==> src/rtl/vector_pair_fetcher_pkg.sv <==
// Shared types and constants for the operand pair fetch path.
package vector_pair_fetcher_pkg;

  // Fetch sequencer states.
  typedef enum logic [1:0] {
    StIdle,
    StFetch,
    StDrain,
    StDone
  } fetch_state_e;

  // Skid buffer depth; two entries cover one in-flight read plus one held pair.
  localparam int unsigned SKID_DEPTH = 2;
  localparam int unsigned SKID_PTR_W = 1;
  localparam int unsigned SKID_CNT_W = 2;

  // Default pair width, shared with the dot-product FIFO wrapper.
  localparam int unsigned DEFAULT_DATA_WIDTH = 32;
  localparam int unsigned PAIR_WIDTH         = 2 * DEFAULT_DATA_WIDTH;

  // Width of one {a, b} pair for a given word width.
  function automatic int unsigned pair_width(input int unsigned data_width);
    return 2 * data_width;
  endfunction

endpackage

==> src/rtl/vector_pair_fetcher_skid.sv <==
// Two-entry FIFO of {a, b} pairs; push and pop may occur in the same cycle.
module pair_skid_buffer
  import vector_pair_fetcher_pkg::*;
#(
  parameter int unsigned WIDTH = PAIR_WIDTH
) (
  input  logic                  clk,
  input  logic                  rst,
  input  logic                  push,
  input  logic [WIDTH-1:0]      push_data,
  input  logic                  pop,
  output logic [SKID_CNT_W-1:0] occupancy,
  output logic [WIDTH-1:0]      head
);

  logic [WIDTH-1:0]      mem_q [SKID_DEPTH];
  logic [SKID_PTR_W-1:0] wr_ptr_q;
  logic [SKID_PTR_W-1:0] rd_ptr_q;
  logic [SKID_CNT_W-1:0] count_q;

  // Storage, pointers and occupancy; callers never push when full or pop when empty.
  always_ff @(posedge clk or posedge rst) begin
    if (rst) begin
      for (int i = 0; i < int'(SKID_DEPTH); i++) begin
        mem_q[i] <= '0;
      end
      wr_ptr_q <= '0;
      rd_ptr_q <= '0;
      count_q  <= '0;
    end else begin
      if (push) begin
        mem_q[wr_ptr_q] <= push_data;
        wr_ptr_q        <= wr_ptr_q + SKID_PTR_W'(1);
      end
      if (pop) begin
        rd_ptr_q <= rd_ptr_q + SKID_PTR_W'(1);
      end
      case ({push, pop})
        2'b10:   count_q <= count_q + SKID_CNT_W'(1);
        2'b01:   count_q <= count_q - SKID_CNT_W'(1);
        default: count_q <= count_q;
      endcase
    end
  end

  assign occupancy = count_q;
  assign head      = mem_q[rd_ptr_q];

endmodule

==> src/rtl/vector_pair_fetcher.sv <==
// Reads operand words from mem1/mem2 at matching addresses from 0 upward and
// streams {mem1, mem2} pairs downstream over valid/ready.
module vector_pair_fetcher
  import vector_pair_fetcher_pkg::*;
#(
  parameter int unsigned DATA_WIDTH = 32,
  parameter int unsigned ADDR_WIDTH = 5,
  parameter int unsigned MEM_SIZE   = 32
) (
  input  logic                  clk,
  input  logic                  rst,
  input  logic                  start,
  input  logic [ADDR_WIDTH:0]   vec_count,
  output logic                  mem1_read_en,
  output logic [ADDR_WIDTH-1:0] mem1_read_address,
  input  logic [DATA_WIDTH-1:0] mem1_data_out,
  output logic                  mem2_read_en,
  output logic [ADDR_WIDTH-1:0] mem2_read_address,
  input  logic [DATA_WIDTH-1:0] mem2_data_out,
  output logic                  out_valid,
  input  logic                  out_ready,
  output logic [DATA_WIDTH-1:0] out_a,
  output logic [DATA_WIDTH-1:0] out_b,
  output logic                  fetch_ready,
  output logic                  busy,
  output logic                  done
);

  localparam int unsigned CntW  = ADDR_WIDTH + 1;
  localparam int unsigned PairW = pair_width(DATA_WIDTH);
  localparam logic [CntW-1:0] MemSizeCnt = CntW'(MEM_SIZE);

  fetch_state_e state_q, state_d;
  logic [CntW-1:0] eff_count_q, eff_count_d;
  logic [CntW-1:0] issue_cnt_q, issue_cnt_d;
  logic [CntW-1:0] accept_cnt_q, accept_cnt_d;
  logic [CntW-1:0] clamped_count;
  logic            inflight_q;
  logic            issue;
  logic            pop;
  logic [2:0]      projected;
  logic [SKID_CNT_W-1:0] occupancy;
  logic [PairW-1:0]      head;

  assign clamped_count = (vec_count > MemSizeCnt) ? MemSizeCnt : vec_count;
  assign out_valid     = (occupancy != '0);
  assign pop           = out_valid & out_ready;
  // Buffer fill once the pending read lands and this cycle's pop leaves.
  assign projected     = 3'(occupancy) + 3'(inflight_q) - 3'(pop);

  // Sequencer next state, counters and read issue.
  always_comb begin
    state_d      = state_q;
    eff_count_d  = eff_count_q;
    accept_cnt_d = pop ? accept_cnt_q + CntW'(1) : accept_cnt_q;
    issue        = 1'b0;
    fetch_ready  = 1'b0;
    busy         = 1'b0;
    done         = 1'b0;
    unique case (state_q)
      StIdle: begin
        fetch_ready = 1'b1;
        if (start) begin
          eff_count_d = clamped_count;
          state_d     = (clamped_count == '0) ? StDone : StFetch;
        end
      end
      StFetch: begin
        busy = 1'b1;
        if (issue_cnt_q == eff_count_q) begin
          state_d = StDrain;
        end else if (projected < 3'(SKID_DEPTH)) begin
          issue = 1'b1;
        end
      end
      StDrain: begin
        busy = 1'b1;
        // Finish as soon as the last pair is accepted, not a cycle later.
        if ((accept_cnt_d == eff_count_q) && (projected == '0)) begin
          state_d = StDone;
        end
      end
      StDone: begin
        done    = 1'b1;
        state_d = StIdle;
      end
      default: state_d = StIdle;
    endcase
    issue_cnt_d = issue ? issue_cnt_q + CntW'(1) : issue_cnt_q;
    if ((state_q == StIdle) && start) begin
      issue_cnt_d  = '0;
      accept_cnt_d = '0;
    end
  end

  // State and counter registers; reset drops any read still in flight.
  always_ff @(posedge clk or posedge rst) begin
    if (rst) begin
      state_q      <= StIdle;
      eff_count_q  <= '0;
      issue_cnt_q  <= '0;
      accept_cnt_q <= '0;
      inflight_q   <= 1'b0;
    end else begin
      state_q      <= state_d;
      eff_count_q  <= eff_count_d;
      issue_cnt_q  <= issue_cnt_d;
      accept_cnt_q <= accept_cnt_d;
      inflight_q   <= issue;
    end
  end

  assign mem1_read_en      = issue;
  assign mem2_read_en      = issue;
  assign mem1_read_address = issue ? issue_cnt_q[ADDR_WIDTH-1:0] : '0;
  assign mem2_read_address = mem1_read_address;

  pair_skid_buffer #(
    .WIDTH(PairW)
  ) u_skid (
    .clk      (clk),
    .rst      (rst),
    .push     (inflight_q),
    .push_data({mem1_data_out, mem2_data_out}),
    .pop      (pop),
    .occupancy(occupancy),
    .head     (head)
  );

  assign out_a = head[PairW-1 -: DATA_WIDTH];
  assign out_b = head[DATA_WIDTH-1:0];

endmodule

==> config.mk <==
export PLATFORM = sky130hd
export DESIGN_NAME = vector_pair_fetcher
export DESIGN_NICKNAME = d
export VERILOG_FILES = /design/src/rtl/vector_pair_fetcher_pkg.sv /design/src/rtl/vector_pair_fetcher_skid.sv /design/src/rtl/vector_pair_fetcher.sv
export SDC_FILE = /design/constraint.sdc
export NUM_CORES = 1
export LEC_CHECK = 0
export BUFFER_PORTS_ARGS = -buffer_cell sky130_fd_sc_hd__clkbuf_2
export CORE_MARGIN = 5
export CORE_UTILIZATION = 49
export CTS_BUF_LIST = sky130_fd_sc_hd__clkbuf_16
export CTS_CLUSTER_SIZE = 16
export DETAILED_ROUTE_END_ITERATION = 10
export PLACE_DENSITY = 0.72
export SYNTH_ARGS = -nofsm -noshare
export SYNTH_HDL_FRONTEND = slang
export SYNTH_SLANG_ARGS = --single-unit
==> constraint.sdc <==
create_clock -name clk -period 4.9 [get_ports clk]
set_clock_uncertainty 0.05 [all_clocks]
set_input_delay 0.98 -clock clk [delete_from_list [all_inputs] [get_ports clk]]
set_output_delay 0.98 -clock clk [all_outputs]
set_load 0.01 [all_outputs]
==> results.md <==
* Vias in the first global route at 4960
* Num CTS Buffers at 17
* Post-CTS Hold Buffers at 0
* TritonCTS clock tree: done
* Row cnt at 44
* FF/Latch Area at 3830 µm²
* Worst stage delay on the critical path at 0.39 ns
* Clock Pin Slew Worst Setup and Hold Paths at 0.06 ns
* Internal power of the cells at 0.004164 W
* Via count at 4551
* Dpl hpwl at 10060 µm
* Pleak at 4.026 nW
* Initial Util at 49.48%
* Slew @ Worst Pin at 0.9084 ns
* Final instance area at 8650 µm²
* Multi-input logic area at 3109 µm²
* Setup CP Type: in -> out
* RSZ-0062 raised after global routing: no
* Sink Count at 153
* H-Tree Depth at 4
* Final Hold Vio Count at 0
* DP Area at 8023 µm²
* Critical path peak fanout at 14
* Startpoint types: primary input
* IO Pins at 154
* WHS at 0.4487 ns
* Net switching power at 0.002062 W
* Max Cap Violations at 0
* Sequential power share at 36.5%
* Port Buf Inserts at 153
* Total Wirelength at 14570 µm
* Layout cells sized above 1 at 58.07%
* Crit path cell chain: clkbuf_2 -> and3_1 -> a21o_1 -> ha_1 -> inv_1 -> fa_1 -> xor2_1 -> a211oi_1 -> buf_4 -> and2_1 -> clkbuf_2
* Total iterations of the first detailed-routing run at 4
* Worst-Skew Late Latency at 0.42 ns
* Post_cts resized at 0
* Routed wire per std cell at 16.96 µm
* Area Growth Syn to Fin at 21.66%
* WP data arrival at 3.04 ns
* Slowest-stage cell, CP: fa_1
* Min-delay worst type: reg -> reg
* # fillers at 1116
* Syn Area/Cell at 13.80 µm²
* Count of final setup violators at 0
* Power per cell area at 719.8 nW/µm²
* Cell mode on critical path: clkbuf_2
* Fin crit share at 83.15%
* CP Capture Type: output pin
* Slew headroom at 39.31%
* Clk network pwr share at 22.0%
* DR iter-0 viols at 185
* Vias per cell at 5.298
* N_diodes at 0
* Fmax at 245.4 MHz
* Full die area at 17020 µm²
* Minimum clock period at 4.074 ns
* DIE WIDTH at 130.5 µm
* First-pass GRT wire length at 24110 µm
* Number of cells produced by synthesis at 515
* FFs w/ async S/R, synth at 100.0%
* Final TNS setup at 0 ns
* Cell variety after synth at 43
* Initial antenna violation count at 0
* Switch share at 33.12%
* Primary FF master, synth: dfrtp_1
* Data required time of the worst path at 3.87 ns
* Yosys reg bits at 153
* Total core area at 14370 µm²
* Root Driver: clkbuf_16
* Antenna viol nets, final at 0
* Worst vdd ir at 338.4 µV
* Grt ovf at 0
* Largest net degree at the start of global routing at 154
* Total number of yosys warnings at 0
* Number of flops mapped to enable cells by yosys at 0
* GRT Util Overall at 18.12%
* Final net count at 744
* Status: finished, final reports clean
* DIE HEIGHT at 130.5 µm
* Clock buffer depth at 2
* Total setup buffers inserted after CTS at 0
* Worst path top cell family by delay: buffers and inverters
* DRC viols at 0
* Comb pwr share at 41.5%
* Final Max Slew Viols at 0
* Critical path buffer and inverter count at 4
* Synth Cell Area at 7109 µm²
* RePlAce Congestion at 0.7535
* Syn nets at 597
* Register area share after synthesis at 53.85%
[cell usage in the layout (no fill, tap or decap), drive strengths merged, types with 7 or more instances in the layout]
| cell | netlist | final |
|---|---|---|
| and2 | 7 | 7 |
| clkbuf | 17 | 170 |
| dfrtp | 153 | 153 |
| ha | 7 | 7 |
| inv | 7 | 8 |
| mux2 | 192 | 192 |
| nand2 | 18 | 18 |
| nor2 | 15 | 15 |
| o21ai | 8 | 8 |
| xor2 | 16 | 16 |
[flip-flops by register name, summed over array words and instances (netlist names)]
name,flops
inflight_q,1
u_skid.rd_ptr_q,1
u_skid.occupancy,2
u_skid.wr_ptr_q,1
u_skid.mem_q,128
eff_count_q,6
issue_cnt_q,6
state_q,2
accept_cnt_q,6
[cells by family after synthesis]
family / synth area share, %
buf+inv: 2.552
mux: 31.12
fa+ha+maj: 1.514
simple gates: 5.403
xor+xnor: 3.045
compound gates: 2.517
flops: 53.85
[worst register-to-register path: cells and delay by family, from the launching register on]
family	cells	cell delay, ns
AO/OA/AOI/OAI	3	0.66
XOR/XNOR	1	0.20
adder cells (fa/ha/maj)	2	0.54
buffers and inverters	1	0.05
flip-flops	1	0.54
multiplexers	1	0.22
AND/OR/NAND/NOR	3	0.73
[synth_stat cells, types with 7 or more instances]
master	count	area, µm²
clkbuf_1	17	63.81
xor2_1	16	140.1
dfrtp_1	153	3829
and2_1	7	43.79
mux2_2	192	2162
ha_1	7	87.58
inv_1	7	26.28
o21ai_0	7	35.03
nor2_1	15	56.30
nand2_1	18	67.56
buf_2	7	35.03
[path summary, 6_finish.rpt]
| check | from | cells past startpoint | slack, ns | end |
|---|---|---|---|---|
| worst min-delay path | u_skid.mem_q[127] | 1 | 0.45 | u_skid.mem_q[127] |
| worst max register to register | u_skid.occupancy[1] | 11 | 1.79 | state_q[1] |
| worst max-delay path | out_ready | 11 | 0.83 | mem1_read_address[2] |
| min in group asynchronous | rst | 3 | 0.75 | u_skid.mem_q[69] |
| max in group asynchronous | rst | 3 | 3.45 | u_skid.rd_ptr_q |
| worst min register to register | u_skid.mem_q[127] | 1 | 0.45 | u_skid.mem_q[127] |
[power by group through the flow]
| stage | combinational (W) | sequential (W) | clock [W] |
|---|---|---|---|
| final | 0.00259 | 0.00227 | 0.00137 |
| after global routing | 0.00284 | 0.00236 | 0.00145 |
| after CTS | 0.00264 | 0.00227 | 0.00140 |
| after detailed placement | 0.00262 | 0.00229 | 0 |
| after global placement | 0.00256 | 0.00223 | 0 |
| after floorplan | 0.00194 | 0.00213 | 0 |
[metrics by stage]
step	worst slack [ns]	std cells	utilization, %	total power, W
CTS	0.8051	859	60.20	0.006317
global route	0.7000	859	60.20	0.006650
floorplan	0.9274	515	-	0.004065
global placement	0.9542	827	55.83	0.004780
detailed placement	0.8302	827	55.83	0.004917
finish	0.8256	859	60.20	0.006226
[final cells by class]
type                            instances  area share (%)
Sequential cell                       153           44.28
Multi-Input combinational cell        324           35.95
Timing Repair Buffer                  159           9.518
Clock buffer                           17           4.918
Tap cell                              184           2.662
Clock inverter                         15           2.329
Inverter                                7          0.3472
[routing by layer]
layer | part of all wire, % | GRT usage (%) | up-vias
li1 | - | - | 2110
met1 | 40 | 20.81 | 2296
met2 | 52 | 32.26 | 116
met3 | 5.5 | 4.919 | 29
met4 | 2.2 | 7.018 | 0
met5 | 0 | 0 | -
(Power assumes the default switching activity.)
